$ cat src/rtl/cdb_arbiter_pkg.sv
`timescale 1ns/1ps
`default_nettype none
// +--------------------------------------------------------------------+
// | cdb_arbiter_pkg: shared CDB constants and source indices  Rev 1.0  |
// +--------------------------------------------------------------------+
package cdb_arbiter_pkg;

  localparam int ROB_WIDTH      = 4;
  localparam int CDB_DATA_WIDTH = 32;
  localparam int NUM_CDB_SRC    = 3;
  localparam int CDB_SRC_W      = 2;
  localparam int CDB_FIFO_DEPTH = 2;
  localparam int CDB_CNT_W      = 2;

  typedef enum logic [CDB_SRC_W-1:0] {
    SRC_ALU = 2'd0,
    SRC_LSB = 2'd1,
    SRC_BRU = 2'd2
  } cdb_src_e;

endpackage
`default_nettype wire

$ cat src/rtl/cdb_src_fifo.sv
`timescale 1ns/1ps
`default_nettype none
// +--------------------------------------------------------------------+
// | cdb_src_fifo: 2-entry in-order result FIFO with flush clear Rev 1.0 |
// +--------------------------------------------------------------------+
module cdb_src_fifo #(
  parameter int ROB_WIDTH  = cdb_arbiter_pkg::ROB_WIDTH,
  parameter int DATA_WIDTH = cdb_arbiter_pkg::CDB_DATA_WIDTH
) (
  input  logic                                   clk_in,
  input  logic                                   rst_in,
  input  logic                                   clr,
  input  logic                                   push,
  input  logic                                   pop,
  input  logic [ROB_WIDTH-1:0]                   push_rob_id,
  input  logic [DATA_WIDTH-1:0]                  push_data,
  output logic [cdb_arbiter_pkg::CDB_CNT_W-1:0]  count,
  output logic [ROB_WIDTH-1:0]                   head_rob_id,
  output logic [DATA_WIDTH-1:0]                  head_data
);
  import cdb_arbiter_pkg::*;

  logic [CDB_CNT_W-1:0]  count_q, count_d;
  logic [ROB_WIDTH-1:0]  rob0_q, rob0_d, rob1_q, rob1_d;
  logic [DATA_WIDTH-1:0] data0_q, data0_d, data1_q, data1_d;

  // Slot 0 is always the head; a pop shifts slot 1 down.
  always_comb begin
    count_d = count_q;
    rob0_d  = rob0_q;
    rob1_d  = rob1_q;
    data0_d = data0_q;
    data1_d = data1_q;
    if (clr) begin
      count_d = '0;
    end else if (pop) begin
      rob0_d  = rob1_q;
      data0_d = data1_q;
      if (push) begin
        if (count_q == CDB_CNT_W'(1)) begin
          rob0_d  = push_rob_id;
          data0_d = push_data;
        end else begin
          rob1_d  = push_rob_id;
          data1_d = push_data;
        end
      end else begin
        count_d = count_q - CDB_CNT_W'(1);
      end
    end else if (push) begin
      if (count_q == '0) begin
        rob0_d  = push_rob_id;
        data0_d = push_data;
      end else begin
        rob1_d  = push_rob_id;
        data1_d = push_data;
      end
      count_d = count_q + CDB_CNT_W'(1);
    end
  end

  always_ff @(posedge clk_in or posedge rst_in) begin
    if (rst_in) begin
      count_q <= '0;
      rob0_q  <= '0;
      rob1_q  <= '0;
      data0_q <= '0;
      data1_q <= '0;
    end else begin
      count_q <= count_d;
      rob0_q  <= rob0_d;
      rob1_q  <= rob1_d;
      data0_q <= data0_d;
      data1_q <= data1_d;
    end
  end

  assign count       = count_q;
  assign head_rob_id = rob0_q;
  assign head_data   = data0_q;

endmodule
`default_nettype wire

$ cat src/rtl/cdb_arbiter.sv
`timescale 1ns/1ps
`default_nettype none
// +--------------------------------------------------------------------+
// | cdb_arbiter: round-robin serialiser of results onto the CDB Rev 1.0 |
// +--------------------------------------------------------------------+
module cdb_arbiter #(
  parameter int NUM_SRC    = cdb_arbiter_pkg::NUM_CDB_SRC,
  parameter int ROB_WIDTH  = cdb_arbiter_pkg::ROB_WIDTH,
  parameter int DATA_WIDTH = cdb_arbiter_pkg::CDB_DATA_WIDTH,
  parameter int SRC_W      = cdb_arbiter_pkg::CDB_SRC_W
) (
  input  logic                            clk_in,
  input  logic                            rst_in,
  input  logic                            rdy_in,
  input  logic                            flush,
  input  logic [NUM_SRC-1:0]              src_valid,
  output logic [NUM_SRC-1:0]              src_ready,
  input  logic [NUM_SRC*ROB_WIDTH-1:0]    src_rob_id,
  input  logic [NUM_SRC*DATA_WIDTH-1:0]   src_data,
  output logic                            broadcast_en,
  output logic [SRC_W-1:0]                broadcast_src,
  output logic [ROB_WIDTH-1:0]            broadcast_rob_id,
  output logic [DATA_WIDTH-1:0]           broadcast_data
);
  import cdb_arbiter_pkg::*;

  logic                  advance;
  logic [NUM_SRC-1:0]    fifo_push;
  logic [NUM_SRC-1:0]    fifo_pop;
  logic [NUM_SRC-1:0]    fifo_nonempty;
  logic [CDB_CNT_W-1:0]  fifo_count [NUM_SRC];
  logic [ROB_WIDTH-1:0]  head_rob   [NUM_SRC];
  logic [DATA_WIDTH-1:0] head_data  [NUM_SRC];

  logic                  grant_valid;
  logic [SRC_W-1:0]      grant_idx;
  logic [SRC_W:0]        cand;

  logic [SRC_W-1:0]      rr_ptr_q, rr_ptr_d;
  logic                  bcast_en_q, bcast_en_d;
  logic [SRC_W-1:0]      bcast_src_q, bcast_src_d;
  logic [ROB_WIDTH-1:0]  bcast_rob_q, bcast_rob_d;
  logic [DATA_WIDTH-1:0] bcast_data_q, bcast_data_d;

  assign advance = rdy_in & ~flush;

  genvar gi;
  generate
    for (gi = 0; gi < NUM_SRC; gi++) begin : g_src_fifo
      // Ready depends only on the registered count, never on this cycle's pop.
      assign src_ready[gi]     = (fifo_count[gi] < CDB_CNT_W'(CDB_FIFO_DEPTH));
      assign fifo_nonempty[gi] = (fifo_count[gi] != '0);
      assign fifo_push[gi]     = advance & src_valid[gi] & src_ready[gi];
      assign fifo_pop[gi]      = advance & grant_valid & (grant_idx == SRC_W'(gi));

      cdb_src_fifo #(
        .ROB_WIDTH  (ROB_WIDTH),
        .DATA_WIDTH (DATA_WIDTH)
      ) u_fifo (
        .clk_in      (clk_in),
        .rst_in      (rst_in),
        .clr         (rdy_in & flush),
        .push        (fifo_push[gi]),
        .pop         (fifo_pop[gi]),
        .push_rob_id (src_rob_id[gi*ROB_WIDTH +: ROB_WIDTH]),
        .push_data   (src_data[gi*DATA_WIDTH +: DATA_WIDTH]),
        .count       (fifo_count[gi]),
        .head_rob_id (head_rob[gi]),
        .head_data   (head_data[gi])
      );
    end
  endgenerate

  // Scan from rr_ptr with wraparound; the first occupied FIFO wins.
  always_comb begin
    grant_valid = 1'b0;
    grant_idx   = '0;
    cand        = '0;
    for (int k = 0; k < NUM_SRC; k++) begin
      cand = {1'b0, rr_ptr_q} + (SRC_W+1)'(k);
      if (cand >= (SRC_W+1)'(NUM_SRC)) begin
        cand = cand - (SRC_W+1)'(NUM_SRC);
      end
      if (!grant_valid && fifo_nonempty[cand[SRC_W-1:0]]) begin
        grant_valid = 1'b1;
        grant_idx   = cand[SRC_W-1:0];
      end
    end
  end

  always_comb begin
    rr_ptr_d     = rr_ptr_q;
    bcast_en_d   = bcast_en_q;
    bcast_src_d  = bcast_src_q;
    bcast_rob_d  = bcast_rob_q;
    bcast_data_d = bcast_data_q;
    if (rdy_in) begin
      if (flush) begin
        rr_ptr_d   = '0;
        bcast_en_d = 1'b0;
      end else if (grant_valid) begin
        bcast_en_d   = 1'b1;
        bcast_src_d  = grant_idx;
        bcast_rob_d  = head_rob[grant_idx];
        bcast_data_d = head_data[grant_idx];
        rr_ptr_d     = (grant_idx == SRC_W'(NUM_SRC-1)) ? '0 : grant_idx + SRC_W'(1);
      end else begin
        bcast_en_d = 1'b0;
      end
    end
  end

  always_ff @(posedge clk_in or posedge rst_in) begin
    if (rst_in) begin
      rr_ptr_q     <= '0;
      bcast_en_q   <= 1'b0;
      bcast_src_q  <= '0;
      bcast_rob_q  <= '0;
      bcast_data_q <= '0;
    end else begin
      rr_ptr_q     <= rr_ptr_d;
      bcast_en_q   <= bcast_en_d;
      bcast_src_q  <= bcast_src_d;
      bcast_rob_q  <= bcast_rob_d;
      bcast_data_q <= bcast_data_d;
    end
  end

  assign broadcast_en     = bcast_en_q;
  assign broadcast_src    = bcast_src_q;
  assign broadcast_rob_id = bcast_rob_q;
  assign broadcast_data   = bcast_data_q;

endmodule
`default_nettype wire

$ cat config.mk
export PLATFORM = sky130hd
export DESIGN_NAME = cdb_arbiter
export DESIGN_NICKNAME = d
export VERILOG_FILES = /design/src/rtl/cdb_arbiter_pkg.sv /design/src/rtl/cdb_src_fifo.sv /design/src/rtl/cdb_arbiter.sv
export SDC_FILE = /design/constraint.sdc
export NUM_CORES = 1
export LEC_CHECK = 0
export ABC_AREA = 1
export BUFFER_PORTS_ARGS = -buffer_cell sky130_fd_sc_hd__buf_2
export CORE_MARGIN = 4
export CORE_UTILIZATION = 30
export DETAILED_ROUTE_END_ITERATION = 12
export GPL_ROUTABILITY_DRIVEN = 0
export GPL_TIMING_DRIVEN = 0
export MAX_ROUTING_LAYER = met4
export PLACE_DENSITY = 0.48
export SYNTH_ARGS = -nofsm -noshare
export SYNTH_HDL_FRONTEND = slang
export SYNTH_SLANG_ARGS = --single-unit
$ cat constraint.sdc
create_clock -name clk_in -period 13.3 [get_ports clk_in]
set_input_delay 3.99 -clock clk_in [delete_from_list [all_inputs] [get_ports clk_in]]
set_output_delay 3.99 -clock clk_in [all_outputs]
set_load 0.02 [all_outputs]
* Yosys cells after proc, flatten, opt, wreduce, memory -nomap -nowiden
Index checks and enable logic that the tools add are counted.
** Cells by class
- Eq/ne operators :: 14
- Multipliers :: 0
- Bitwise operators :: 15
- Div/mod/pow operators :: 0
- Shift operators :: 0
- Mux-type cells :: 98
- Order comparisons :: 10
- Reductions and logical operators :: 32
- Add/sub/neg operators :: 12
** Operators with widths (count)
- $mux 32 :: 32
- $mux 4 :: 32
- $bmux 32 s2 :: 1
- $mux 2 :: 21
- $reduce_bool 2->1 :: 10
- $and 1x1->1 :: 12
- $reduce_and 3->1 :: 4
- $reduce_and 4->1 :: 3
- $lt 2x3->1 const B :: 3
- $reduce_bool 3->1 :: 3
- $add 2x1->2 const B :: 4
- $bmux 4 s2 :: 1
- $eq 2x1->1 const B :: 4
- $logic_not 2->1 :: 4
- $mux 1 :: 8
- $reduce_and 2->1 :: 4
- $bmux 1 s2 :: 3
- $ge 3x2->1 const B :: 2
- $lt 2x2->1 const B :: 3
- $ne 2x1->1 const B :: 3
- $ne 2x2->1 const B :: 3
- $ne 3x3->1 const B :: 2
- $sub 2x1->2 const B :: 3
- $sub 2x2->2 const B :: 3
- 10 further kinds :: 13
** Word-level totals
- Bits in writable memories :: 0
- Latch bits :: 0
- ROM bits :: 0
- Bits in registers :: 263
- Output and inout bits :: 42
- Memories kept :: 0
- Logic and storage cells :: 201

* Longest topological paths before layout
- Depth in word-level cells :: 15
- Depth in mapped cells :: 18
- Gate-level depth less buffers :: 17

* Hierarchy
From an unflattened synthesis, not the netlist that was laid out.
** Second synthesis, totals
- Cell total of the unflattened synthesis :: 1823
- Area, all modules :: 14093.5 sq um
** Modules (own cells, without submodules)
- cdb_src_fifo :: seq. area each 1851.8 sq um, times used 3, area each 3681.0 sq um, cells each 462
- cdb_arbiter :: seq. area each 1026.0 sq um, times used 1, area each 3050.4 sq um, cells each 437

* Worst setup path after synthesis
OpenSTA, ideal clock, no wires.
- Path type :: in2reg
- Start :: input port rdy_in
- End :: register g_src_fifo[1].u_fifo.data1_q[10]
- Path buffers :: 3
- Library setup time :: 65 ps
- Cell stages on the path :: 9
- Data required time :: 13235 ps
- Slack :: 7835 ps
- Arrival :: 5400 ps
- Path through :: inv_1 nor2_1 nand3_1 inv_1 buf_2 clkbuf_1 clkbuf_1 nand3_1 nand2_1
** On the way
- Cells in the longest elaborated chain, start to end :: 5
** Ends and longest elaborated chain
- from (decl) :: line cdb_arbiter.sv:14 : input logic rdy_in,
- $and 1x1->1 :: line cdb_arbiter.sv:45 : assign advance = rdy_in & ~flush;
- $and 1x1->1 (2 in series) :: line cdb_arbiter.sv:54 : assign fifo_pop[gi] = advance & grant_valid & (grant_idx == SRC_W'(gi));
- $ne 2x2->1 (no source line) or $ne 2x1->1 (tied branches)
- $reduce_and 4->1 (no source line)
- to (signal assigned) :: line cdb_src_fifo.sv:74 : data1_q <= data1_d;
- to (decl) :: line cdb_src_fifo.sv:25 : logic [DATA_WIDTH-1:0] data0_q, data0_d, data1_q, data1_d;
Several ways; a longest one is shown, not always the timed one.
A chain may end at the register's enable or synchronous reset.

* Final worst setup path
- Start :: input port rdy_in
- End :: register g_src_fifo[1].u_fifo.data0_q[8]
** On the way
- Cells in the longest elaborated chain, start to end :: 5
** Ends and longest elaborated chain
- $and 1x1->1 :: line cdb_arbiter.sv:45
- $and 1x1->1, on equally long branches (2 in series) :: line cdb_arbiter.sv:54, cdb_arbiter.sv:53
- $reduce_bool 2->1 (no source line) or $mux 32 (tied branches)
- $reduce_and 3->1 (no source line) or $mux 32 (tied branches)
- to (signal assigned) :: line cdb_src_fifo.sv:73 : data0_q <= data0_d;
- to (decl) :: line cdb_src_fifo.sv:25
Several ways; a longest one is shown, not always the timed one.

==> qor.yml <==
gr-usage-met3_pct: 3.119
fmaxAchievable_mhz: 163.2
final-setup-viol-count: 0
drc: 0
cts_tree: "yes"
dp_hpwl_um: 36500
worstPathMaxFanout: 10
critPathLaunchType: "input port"
cp_common_cell: "buf_2"
grt_max_degree: 111
wire_per_inst_um: 16.80
skew_ns: 0.01352
power.density_nw_per_um2: 256.9
rows: 80
cp_slowest_stage_delay_ns: 0.66
synth_edf_count: 0
worstMarginPinSlew_ns: 0.8710
synth_top_flop_cell: "dfrtp_1"
core-area_um2: 47750
r2r_slack_ns: 10.26
grt_use_met2_pct: 29.88
port_buffers: 156
crit_slowest_cell: "nor2_1"
instances_no_fill: 2897
final_common_cell: "nand2_1"
grt_pass1_vias: 13570
die_w_um: 227.8
worstHoldPathType: "register to register"
arrival_ns: 6.58
cts_buffers: 34
vias: 13780
clk_pin_slew_ns: 0.06
yosysSeqAreaShare_pct: 45.42
drt_wl_total_um: 48670
nets: 2383
path_cells: "buf_2 -> inv_1 -> nor2_1 -> nand2_4 -> nor2_4 -> buf_2 -> buf_2 -> nand3_1 -> nand2_1 -> nand2_1 -> o21ai_1"
root_buffer: "clkbuf_16"
synth_seq_cells: 263
hold_viol_final: 0
worst-setup-path-type: "input port to register"
n_antenna_cell: 0
syn_avg_cell_area_um2: 7.024
post_synth_inst_count: 2063
postCtsSetupBuffers: 0
die_h_um: 227.8
drive_above_1_share_pct: 13.63
final.setup.tns_ns: 0
cts_resized: 0
total_power_mw: 4.450
avgViaCountPerCell: 4.758
rsz0062_at_grt: "no"
grt_pass1_wl_um: 77200
clock_latency_ns: 0.53
max_slew_margin_pct: 41.72
ys_warn_count: 0
hold_start: "g_src_fifo[0].u_fifo.data1_q[8]"
ys_types: 32
busiest_layer: "met2"
min_path_cells: 2
cp_top_family: "simple AND/OR/NAND/NOR gates"
dp.cells: 2836
grt-ovfl-total: 0
drv_slew: 0
ctsHoldBuffers: 0
drtIter0Drc: 879
htreeDepth: 2
fin_crit_ns: 6.128
grt_usage_pct: 19.09
worst_ep_required_time_ns: 13.75
first_pass_iters: 6
start_util_pct: 30.35
final_area_um2: 17320
antenna_left: 0
reg2reg_depth: 14
cts.path.max_buffers: 3
status: "finished, final reports clean"
syn_nets: 2189
cts.sinks: 263
crit_buf_inv: 4
synthesis.area_um2: 14490
whs_endpoint: "g_src_fifo[0].u_fifo.data1_q[8]"
antenna_found_initial: 0
end_kind: "register"
dieArea_um2: 51880
ir_worst_vdd_mv: 0.09232
grtUsageMet1_pct: 25.67
synthArstFlopShare_pct: 100.0
r2r_end: "g_src_fifo[1].u_fifo.head_data[8]"
rr_startpoint: "rr_ptr_q[0]"
max_cap_violations: 0
final_cell_mix: "nand2_1, dfrtp_1, buf_2"
finalCritPeriodShare_pct: 46.07
ios: 157
syn_to_final_growth_pct: 19.55
power.leakage_nw: 8.908
dpl_cell_area_um2: 16100
## cells by family (layout without fill, tap and decap cells)
| logic type | count (synthesis) | count (layout) | share of synthesized area (%) |
|---|---|---|---|
| AO/OA/AOI/OAI | 337 | 337 | 12.63 |
| adder cells (fa/ha/maj) | 11 | 11 | 0.9498 |
| buffers and inverters | 302 | 521 | 8.704 |
| flip-flops | 263 | 263 | 45.42 |
| AND/OR/NAND/NOR | 1150 | 1150 | 32.29 |
## layout make-up
cell class / instances / area, um^2
fillers: 5124 / 30420
multi-input cells: 1498 / 6648
flip-flops and latches: 263 / 6581
clock buffers: 50 / 1015
repair buffers: 158 / 835.8
well taps: 615 / 769.5
inverters: 171 / 649.4
plain buffers: 131 / 619.3
clock inverters: 11 / 205.2
## how the worst max path moves through the flow
stage               startpoint                            endpoint  slack (ns)  cells after the start
global route            rdy_in  g_src_fifo[0].u_fifo.head_data[14]        7.01                     12
floorplan               rst_in                   broadcast_data[0]        2.07                      1
CTS                     rdy_in  g_src_fifo[0].u_fifo.head_data[14]        7.17                     12
detailed placement      rdy_in      g_src_fifo[2].u_fifo.rob1_q[3]        6.64                      9
global placement        rst_in    g_src_fifo[1].u_fifo.data1_q[15]       -1.62                      2
finish                  rdy_in   g_src_fifo[1].u_fifo.head_data[8]        7.17                     11
## power by group
| part | switching (mW) | internal [mW] | total, mW | leakage, nW |
|---|---|---|---|---|
| logic | 1.41 | 0.634 | 2.05 | 5.07 |
| clock network | 0.363 | 0.645 | 1.01 | 0.600 |
| registers | 0.210 | 1.18 | 1.39 | 3.24 |
| total | 1.99 | 2.46 | 4.45 | 8.91 |
## registers in the layout (all words and copies together), names as in the netlist
signal	flops
broadcast_en	1
g_src_fifo.u_fifo.head_rob_id	12
broadcast_rob_id	4
g_src_fifo.u_fifo.data1_q	96
g_src_fifo.u_fifo.count	6
rr_ptr_q	2
g_src_fifo.u_fifo.head_data	96
g_src_fifo.u_fifo.rob1_q	12
broadcast_data	32
broadcast_src	2
## per-layer routing
layer | share of wire, % | wire, um
met3 | 4.6 | 2229
met2 | 46 | 22280
met5 | 0 | 0
met4 | 3.1 | 1505
met1 | 47 | 22650
## stage by stage
step	setup slack, ns	utilization (%)	hold WS [ns]
CTS	7.169	36.28	0.4721
global placement	-1.621	33.60	0.4543
floorplan	2.070	-	0.4419
global route	7.008	36.28	0.4848
detailed placement	6.638	33.73	0.4584
finish	7.172	36.28	0.4679
## synthesized netlist by cell type, types with 2 or more instances
| library cell | instances | area, um^2 |
|---|---|---|
| clkbuf_2 | 2 | 10.01 |
| buf_1 | 7 | 26.28 |
| o21ai_2 | 3 | 26.28 |
| nand2_2 | 6 | 37.54 |
| o21ai_4 | 2 | 32.53 |
| nand3_2 | 4 | 40.04 |
| buf_4 | 4 | 30.03 |
| inv_2 | 6 | 22.52 |
| clkbuf_1 | 60 | 225.2 |
| nand4_1 | 2 | 12.51 |
| nand2_4 | 5 | 56.30 |
| nor2_4 | 3 | 33.78 |
| nand3_4 | 2 | 35.03 |
| inv_1 | 164 | 615.6 |
| o21ai_1 | 24 | 120.1 |
| nand2_1 | 918 | 3446 |
| o211ai_1 | 36 | 270.3 |
| nand3_1 | 164 | 820.8 |
| nor2_1 | 42 | 157.7 |
| a21oi_1 | 74 | 370.4 |
| o21ai_0 | 195 | 975.9 |
| dfrtp_1 | 263 | 6581 |
| ha_1 | 11 | 137.6 |
| nor2_2 | 2 | 12.51 |
| buf_2 | 52 | 260.3 |
| buf_6 | 6 | 67.56 |
## tightest hold or removal path: stages (launching register included)
cell and delay (ns):
dfrtp_1 0.34, nand2_1 0.05, nand2_1 0.05
No activity file was read; power rests on OpenSTA's default activity.
